$ cat config.mk
export PLATFORM = sky130hd
export DESIGN_NAME = dmem_arbiter
export DESIGN_NICKNAME = d
export VERILOG_FILES = /design/src/rtl/dmem_arbiter_pkg.sv /design/src/rtl/dmem_lane_unit.sv /design/src/rtl/dmem_arbiter.sv
export SDC_FILE = /design/constraint.sdc
export NUM_CORES = 1
export LEC_CHECK = 0
export BUFFER_PORTS_ARGS = -buffer_cell sky130_fd_sc_hd__buf_2
export CAP_MARGIN = 10
export CORE_MARGIN = 4
export CORE_UTILIZATION = 40
export DETAILED_ROUTE_END_ITERATION = 6
export PLACE_DENSITY = 0.7
export SLEW_MARGIN = 20
export SYNTH_ARGS = -nofsm -noshare
export SYNTH_HDL_FRONTEND = slang
export SYNTH_SLANG_ARGS = --single-unit
export TNS_END_PERCENT = 10
$ cat constraint.sdc
create_clock -name i_clk -period 11.23 [get_ports i_clk]
set_clock_uncertainty 0.15 [all_clocks]
set_input_delay 0.5615 -clock i_clk [delete_from_list [all_inputs] [get_ports i_clk]]
set_output_delay 0.5615 -clock i_clk [all_outputs]
set_load 0.01 [all_outputs]
$ cat src/rtl/dmem_arbiter_pkg.sv
// dmem_arbiter_pkg: shared size, op-type and FSM state encodings for the data-cache arbiter.
package dmem_arbiter_pkg;
  localparam logic [1:0] SZ_B = 2'd0;
  localparam logic [1:0] SZ_H = 2'd1;
  localparam logic [1:0] SZ_W = 2'd2;
  localparam logic OP_RD = 1'b0;
  localparam logic OP_WR = 1'b1;
  typedef enum logic [1:0] {S_IDLE, S_RD, S_WR, S_RESP} state_t;
endpackage

$ cat src/rtl/dmem_lane_unit.sv
// dmem_lane_unit: combinational sub-word load extract/extend and store merge into a cache word.
module dmem_lane_unit
  import dmem_arbiter_pkg::*;
(
  input  logic [1:0]  i_lane,
  input  logic [1:0]  i_size,
  input  logic        i_unsigned,
  input  logic [31:0] i_rword,
  input  logic [31:0] i_wdata,
  output logic [31:0] o_load,
  output logic [31:0] o_merged
);
  logic [4:0]  w_sh;
  logic [31:0] w_rsh;
  logic [31:0] w_mask;
  assign w_sh   = {i_lane, 3'b000};
  assign w_rsh  = i_rword >> w_sh;
  assign w_mask = (i_size == SZ_B ? 32'h0000_00FF : 32'h0000_FFFF) << w_sh;
  assign o_load = i_size == SZ_B ? {{24{w_rsh[7] & ~i_unsigned}}, w_rsh[7:0]} :
                  i_size == SZ_H ? {{16{w_rsh[15] & ~i_unsigned}}, w_rsh[15:0]} : i_rword;
  assign o_merged = i_size == SZ_W ? i_wdata : (i_rword & ~w_mask) | ((i_wdata << w_sh) & w_mask);
endmodule

$ cat src/rtl/dmem_arbiter.sv
// dmem_arbiter: round-robin sharing of a single-port data cache between two requesters,
// with sub-word loads/stores; defining DMEM_ARBITER_STATS_EN adds saturating counters.
module dmem_arbiter
  import dmem_arbiter_pkg::*;
#(
  parameter logic [31:0] DATA_BASE = 32'h0000_0000,
  parameter int unsigned DATA_SIZE = 1024
) (
  input  logic        i_clk,
  input  logic        i_rst,
  input  logic        i_p0_valid,
  output logic        o_p0_ready,
  input  logic [31:0] i_p0_addr,
  input  logic [31:0] i_p0_wdata,
  input  logic        i_p0_we,
  input  logic [1:0]  i_p0_size,
  input  logic        i_p0_unsigned,
  input  logic        i_p1_valid,
  output logic        o_p1_ready,
  input  logic [31:0] i_p1_addr,
  input  logic [31:0] i_p1_wdata,
  input  logic        i_p1_we,
  input  logic [1:0]  i_p1_size,
  input  logic        i_p1_unsigned,
  output logic        o_rsp_valid,
  output logic        o_rsp_id,
  output logic [31:0] o_rsp_rdata,
  output logic        o_rsp_err,
  output logic [31:0] o_cache_address,
  output logic [31:0] o_cache_val,
  output logic        o_cache_op_type,
  input  logic [31:0] i_cache_val
`ifdef DMEM_ARBITER_STATS_EN
  ,
  output logic [15:0] o_load_cnt,
  output logic [15:0] o_store_cnt,
  output logic [15:0] o_err_cnt
`endif
);
  state_t      r_state;
  logic        r_rr, r_id, r_we, r_uns;
  logic [1:0]  r_lane, r_size;
  logic [31:0] r_wdata;
  logic        w_take, w_grant, w_err;
  logic [31:0] w_addr, w_load, w_merged;
  logic [1:0]  w_size;
  logic [32:0] w_off;
  logic [33:0] w_end;
  assign w_grant    = (i_p0_valid && i_p1_valid) ? r_rr : i_p1_valid;
  assign w_take     = r_state == S_IDLE && (i_p0_valid || i_p1_valid);
  assign o_p0_ready = w_take && !w_grant;
  assign o_p1_ready = w_take && w_grant;
  assign w_addr     = w_grant ? i_p1_addr : i_p0_addr;
  assign w_size     = w_grant ? i_p1_size : i_p0_size;
  // Range check in wider arithmetic: bit 32 of the offset flags addr < DATA_BASE.
  assign w_off = {1'b0, w_addr} - {1'b0, DATA_BASE};
  assign w_end = {1'b0, w_off} + 34'(4'd1 << w_size);
  assign w_err = w_size == 2'd3 || (w_size == SZ_H && w_addr[0]) ||
                 (w_size == SZ_W && w_addr[1:0] != 2'b00) || w_off[32] || w_end > 34'(DATA_SIZE);
  dmem_lane_unit u_lane (
    .i_lane    (r_lane),
    .i_size    (r_size),
    .i_unsigned(r_uns),
    .i_rword   (i_cache_val),
    .i_wdata   (r_wdata),
    .o_load    (w_load),
    .o_merged  (w_merged)
  );
  always_ff @(posedge i_clk or negedge i_rst)
    if (!i_rst) begin
      r_state         <= S_IDLE;
      r_rr            <= 1'b0;
      r_id            <= 1'b0;
      r_we            <= 1'b0;
      r_uns           <= 1'b0;
      r_lane          <= 2'b00;
      r_size          <= 2'b00;
      r_wdata         <= '0;
      o_rsp_valid     <= 1'b0;
      o_rsp_err       <= 1'b0;
      o_rsp_rdata     <= '0;
      o_cache_address <= '0;
      o_cache_val     <= '0;
      o_cache_op_type <= OP_RD;
    end else begin
      case (r_state)
        S_IDLE: if (w_take) begin
          r_id    <= w_grant;
          r_rr    <= !w_grant;
          r_lane  <= w_addr[1:0];
          r_size  <= w_size;
          r_we    <= w_grant ? i_p1_we : i_p0_we;
          r_uns   <= w_grant ? i_p1_unsigned : i_p0_unsigned;
          r_wdata <= w_grant ? i_p1_wdata : i_p0_wdata;
          if (w_err) begin
            r_state     <= S_RESP;
            o_rsp_valid <= 1'b1;
            o_rsp_err   <= 1'b1;
          end else begin
            r_state         <= S_RD;
            o_cache_address <= {w_addr[31:2], 2'b00};
          end
        end
        S_RD: if (r_we) begin
          r_state         <= S_WR;
          o_cache_val     <= w_merged;
          o_cache_op_type <= OP_WR;
        end else begin
          r_state     <= S_RESP;
          o_rsp_valid <= 1'b1;
          o_rsp_rdata <= w_load;
        end
        S_WR: begin
          r_state         <= S_RESP;
          o_cache_op_type <= OP_RD;
          o_rsp_valid     <= 1'b1;
        end
        default: begin
          r_state     <= S_IDLE;
          o_rsp_valid <= 1'b0;
          o_rsp_err   <= 1'b0;
          o_rsp_rdata <= '0;
        end
      endcase
    end
  assign o_rsp_id = r_id;
`ifdef DMEM_ARBITER_STATS_EN
  logic [15:0] r_load_cnt, r_store_cnt, r_err_cnt;
  always_ff @(posedge i_clk or negedge i_rst)
    if (!i_rst) begin
      r_load_cnt  <= '0;
      r_store_cnt <= '0;
      r_err_cnt   <= '0;
    end else if (r_state == S_RESP) begin
      if (o_rsp_err) r_err_cnt <= r_err_cnt + 16'(r_err_cnt != 16'hFFFF);
      else if (r_we) r_store_cnt <= r_store_cnt + 16'(r_store_cnt != 16'hFFFF);
      else r_load_cnt <= r_load_cnt + 16'(r_load_cnt != 16'hFFFF);
    end
  assign o_load_cnt  = r_load_cnt;
  assign o_store_cnt = r_store_cnt;
  assign o_err_cnt   = r_err_cnt;
`endif
endmodule

---- Word level (Yosys, flattened, before mapping) ----
Cells that the tools add are included.
word-level totals
  bits of input ports ..................... 172
  flip-flop bits (word level) ............. 139
  output and inout bits ................... 102
  logic and storage cells ................. 88
cells by class
  equal/unequal tests ..................... 11
  magnitude comparators ................... 1
  add/subtract/negate cells ............... 1
  muxes and demuxes ....................... 23
  reductions and logical operators ........ 24
  shifts and indexed selects .............. 4
  bitwise gates (word level) .............. 10
operators with widths
  operator                                               number
  2-to-1 mux 32 bit                                      6
  AND 32 bit                                             2
  one-hot mux 32 bit (2 select lines)                    1
  left shift 32 x 5 -> 32 bit                            2
  adder 32 x 34 -> 34 bit                                1
  > comparator 34 x 11 -> 1 bit (second input constant)  1
  left shift 1 x 2 -> 34 bit (first input constant)      1
  NOT 32 bit                                             1
  OR 32 bit                                              1
  >> shifter 32 x 5 -> 16 bit                            1
  2-to-1 mux 16 bit                                      1
  AND reduction 3 bit                                    3
  == test 2 bit (second input constant)                  4
  2-to-1 mux 1 bit                                       8
  != test 2 bit (second input constant)                  4
  AND reduction 2 bit                                    4
  == test 2 x 1 -> 1 bit (second input constant)         3
  logical AND 1 bit                                      6
  2-to-1 mux 2 bit                                       3
  one-hot mux 2 bit (3 select lines)                     1
  zero test 2 bit                                        2
  logical OR 1 bit                                       4
  NOT 1 bit                                              4
  one-hot mux 1 bit (2 select lines)                     2
  5 further kinds                                        8

---- Depth between registers and ports, before layout ----
  word-level depth ........................ 11
  gate-level depth with buffers ........... 21
  depth with buffers taken out ............ 15

---- Modules after synthesis ----
A second synthesis with hierarchy kept.
unflattened totals
  cells, all modules ...................... 918
  area total of the unflattened synthesis .. 8767.2 µm²
by module, submodules not included
  module          area each (µm²)  sequential area each (µm²)  times used  cells each
  dmem_arbiter    7165.6           3478.3                      1           672
  dmem_lane_unit  1601.5           0.0                         1           246

---- Least setup slack after synthesis ----
Ideal clock, no wire load.
  path kind ............................... in2reg
  start ................................... input port i_p0_valid
  end ..................................... register o_cache_address[2]
  cell stages on the path ................. 20
  setup slack ............................. 6.280 ns
  path buffers ............................ 6
  required time ........................... 10.955 ns
  library setup time ...................... 0.125 ns
  arrival time ............................ 4.675 ns
  cells stage by stage .................... nor2b_1 buf_2 nor2_4 buf_2 buf_2 buf_1 buf_1 o31ai_1 ha_1 fa_1 a21o_1 a21oi_1 nor3_1 a32oi_1 mux2i_1 nand3_1 nor4_2 nand2b_1 buf_6 mux2_4
between the ends
  cells in the longest elaborated chain, start to end .. 10
  elaborated cells on any way between the ends .. 20
  classes of those cells .................. 1 x add/sub; 1 x order compare; 3 x eq/ne; 1 x shift; 3 x mux; 1 x bitwise; 10 x reduce/logical
RTL lines
  element                                                           RTL line             text
  from (decl)                                                       dmem_arbiter.sv:11   input logic i_p0_valid,
  branches (longest 10 deep; another with adder 32 x 34 -> 34 bit)  -
  to (signal assigned)                                              dmem_arbiter.sv:101  o_cache_address <= {w_addr[31:2], 2'b00};
  to (decl)                                                         dmem_arbiter.sv:29   output logic [31:0] o_cache_address,
Parallel ways; which one is timed is not known.
A chain may end at the register's enable or synchronous reset.

---- Final worst setup path ----
  start ................................... input port i_p1_valid
  end ..................................... register o_cache_address[8]
between the ends
  elaborated cells on any way between the ends .. 20
  classes of those cells .................. 1 x add/sub; 1 x order compare; 3 x eq/ne; 1 x shift; 3 x mux; 1 x bitwise; 10 x reduce/logical
RTL lines
  element                                 RTL line            text
  from (decl)                             dmem_arbiter.sv:18  input logic i_p1_valid,
  logical AND 1 bit                       dmem_arbiter.sv:49  assign w_grant = (i_p0_valid && i_p1_valid) ? r_rr : i_p1_valid;
  2-to-1 mux 1 bit *                      dmem_arbiter.sv:49
  2-to-1 mux 32 bit *                     dmem_arbiter.sv:53  assign w_addr = w_grant ? i_p1_addr : i_p0_addr;
  net w_addr[3]                           dmem_arbiter.sv:45  logic [31:0] w_addr, w_load, w_merged;
  adder 32 x 34 -> 34 bit *               dmem_arbiter.sv:57  assign w_end = {1'b0, w_off} + 34'(4'd1 << w_size);
  > comparator 34 x 11 -> 1 bit *         dmem_arbiter.sv:59  (w_size == SZ_W && w_addr[1:0] != 2'b00) || w_off[32] || w_end > 34'(DATA_SIZE);
  logical OR 1 bit *                      dmem_arbiter.sv:59
  NOT 1 bit (no source line) *            -
  AND reduction 3 bit (no source line) *  -
The timed path passes the listed nets; every way through them passes the cells marked *.

==> results.yml <==
run_status:
  status: "complete, but fails checks"
  violations: "negative hold slack"
power:
  p_sw_frac: 0.4309
  switchingPower_uw: 1089
  power_frac_seq: 0.339
  p_leak_uw: 0.005268
  p_comb_frac: 0.458
  p_int_uw: 1438
  ir_worst_vdd_v: 0.0001222
  power-per-cell-area_nw_per_um2: 236.3
  clkPwrFrac: 0.202
  p_total_uw: 2527
place:
  io_buffers: 271
  dp_hpwl_um: 21850
  detailed_place.area_um2: 10150
  gp_congestion: 0.9042
routing:
  drtPass1Iterations: 5
  drtAntennaViolNets: 0
  drc: 0
  first_iter_violations: 607
  viasPerCell: 5.634
  routed_wl_um: 28540
  vias: 8468
  wl_per_cell_um: 18.99
clock_network:
  cts_tree: "built"
  cts_buffers: 17
  htree_levels: 4
  clock_sinks: 139
  cts_setup_buffers: 0
  insertion_delay_ns: 0.42
  cts_resized: 0
  cts_max_path_buffers: 2
  cts.clk_slew.worst_paths_ns: 0.06
  root_buffer: "clkbuf_16"
  ctsHoldBuffers: 0
synthesis:
  synth-seq-area-share: 0.4035
  synth-compound-area-share: 0.2594
  yosysUniqueCellTypes: 73
  syn-mean-instance-area_um2: 8.778
  synthAdderAreaFrac: 0.01539
  ys.flop_type: "dfrtp_1"
  syn-cell-area_um2: 8620
  synth.area.mux_share: 0.07098
  yosys.area_share.simple: 0.1989
  yosys_warnings: 0
  synth_top_family_by_area: "compound AO/OA/AOI/OAI gates"
  synthArstFlopShare: 1.000
  yosys_register_bits: 139
  synth_edf_count: 0
  syn_inst: 982
  synthXorXnorAreaFrac: 0.01016
sta:
  fin_crit_sh: 0.4592
  final-setup-viol-count: 0
  period_minus_slack_ns: 5.157
  whs_ns: -0.003241
  worstMarginPinSlew_ns: 0.8971
  rsz0062_at_grt: "no"
  relSlewSlack: 0.3998
  hold_viol: 1
  fmax_ghz: 0.1939
  finalSetupTns_ns: 0
  timing.final.max_slew_violations: 0
global_route:
  grt_overflow: 0
  track_usage: 0.2307
  grt_max_degree: 79
  antenna_found_initial: 0
  grt_pass1_vias: 8083
  grt_pass1_wl_um: 44170
critical_path:
  cp-end-kind: "register"
  crit_type: "in -> reg"
  path_cells: "buf_2, inv_2, nor2_4, buf_4, nand2_1, nand2_1, ha_1, a21oi_1, nand2_1, and3_1, a32oi_1, mux2i_1, nand3_1, nor4_2, nand2b_2, mux2_4"
  crit_path_start_kind: "input pin"
  cp_max_fo: 70
  critPathTopFamily: "simple AND/OR/NAND/NOR gates"
  cp_slowest_cell: "buf_4"
  worst-path-buf-inv: 3
  cpMostUsedCell: "nand2_1"
  slowest_delay_ns: 0.62
  arrival_ns: 5.31
  required_ns: 11.38
finish:
  final_area_um2: 10690
  layout.nets: 1397
  area_growth_pct: 24.02
  num_antenna_cells: 0
  drive_gt1_frac: 0.2842
floorplanning:
  die_w_um: 154.8
  io_pins: 274
  dieArea_um2: 23960
  start_util: 0.4087
  fp.dieH_um: 154.8
  core_um2: 21090
  row_count: 53
job:
  max_cap_viol_count: 0
hold_path:
  hold_class: "in -> async"
[layout by cell type, fill, tap and decap left out, drive strengths merged, types with 8 or more instances in the layout]
cell / instances
a211oi: 10
a21oi: 61
a22o: 73
a31oi: 9
and2: 31
and3: 10
buf: 282
clkbuf: 18
dfrtp: 139
ha: 9
inv: 21
mux2: 15
mux2i: 39
nand2: 143
nand3: 25
nand4: 18
nor2: 43
nor2b: 20
nor3: 20
nor4: 8
o21ai: 96
o221ai: 9
o22ai: 14
[area by class of cell]
| type | instances | area, um^2 |
|---|---|---|
| clock inverter | 14 | 97.59 |
| inverter | 18 | 67.56 |
| timing repair buffer | 282 | 1445 |
| tap | 275 | 344.1 |
| multi-input combinational | 757 | 4818 |
| sequential | 139 | 3478 |
| fill | 2053 | 10400 |
| clock buffer | 18 | 439.2 |
[power groups by stage]
stage	sequential [uW]	clock, uW	combinational, uW
floorplan	850	0	757
global placement	854	0	1130
detailed placement	861	0	1150
CTS	853	524	1160
global route	881	546	1290
finish	858	511	1160
[state kept, by name (all words and copies together) (netlist names), 2 cells and up]
signal           count
o_cache_address     30
o_cache_val         32
o_rsp_rdata         32
r_lane               2
r_size               2
r_state              2
r_wdata             32
[synthesized netlist by cell type (8+ instances only)]
| cell | number | area [um^2] |
|---|---|---|
| mux2i_1 | 39 | 390.4 |
| nor2b_1 | 20 | 125.1 |
| and3_1 | 9 | 56.30 |
| ha_1 | 9 | 112.6 |
| a21oi_1 | 61 | 305.3 |
| o21ai_0 | 92 | 460.4 |
| nand4_1 | 18 | 112.6 |
| o221ai_1 | 8 | 70.07 |
| and2_1 | 30 | 187.7 |
| a211oi_1 | 10 | 75.07 |
| a22o_1 | 73 | 639.4 |
| nand2_1 | 143 | 536.8 |
| mux2_4 | 8 | 120.1 |
| dfrtp_1 | 139 | 3478 |
| nand3_1 | 24 | 120.1 |
| a31oi_1 | 9 | 56.30 |
| clkbuf_1 | 54 | 202.7 |
| o22ai_1 | 14 | 87.58 |
| nor2_1 | 42 | 157.7 |
| inv_1 | 17 | 63.81 |
| nor3_1 | 20 | 100.1 |
[per-stage QoR]
step,setup slack (ns),hold slack [ns],utilization,instances
after floorplan,6.280,0.1159,-,983
after global placement,5.514,0.3036,0.4810,1471
after detailed placement,5.645,0.3149,0.4814,1471
after CTS,6.062,0.02749,0.5068,1503
after global routing,5.577,0.05841,0.5069,1503
final,6.073,-0.003241,0.5069,1503
[worst paths after layout]
kind | to | slack, ns | startpoint | depth (start not counted)
worst max register to register | o_cache_address[8] | 6.16 | r_rr | 15
worst max-delay path | o_cache_address[8] | 6.07 | i_p1_valid | 16
worst min register to register | o_rsp_rdata[29] | 0.32 | o_rsp_rdata[29] | 2
worst min-delay path | o_rsp_rdata[3] | -0.003 | i_rst | 1
max in group asynchronous | o_rsp_rdata[6] | 9.64 | i_rst | 2
min in group i_clk | o_cache_val[2] | 0.31 | i_cache_val[2] | 3
[metal layers]
metal,track usage,vias to the layer above,part of all wire
met4,0.06686,0,0.021
met3,0.03973,35,0.075
met2,0.3636,355,0.46
met5,0,-,0
li1,-,4112,-
met1,0.3278,3966,0.45
[cell families (layout without fill, tap and decap cells)]
group / after synthesis / count (layout)
buffers and inverters: 87 / 332
AO/OA/AOI/OAI: 331 / 331
XOR/XNOR: 10 / 10
AND/OR/NAND/NOR: 349 / 349
other: 1 / 2
multiplexers: 55 / 55
adder cells (fa/ha/maj): 10 / 10
flip-flops: 139 / 139
No activity file was read; power rests on OpenSTA's default activity.
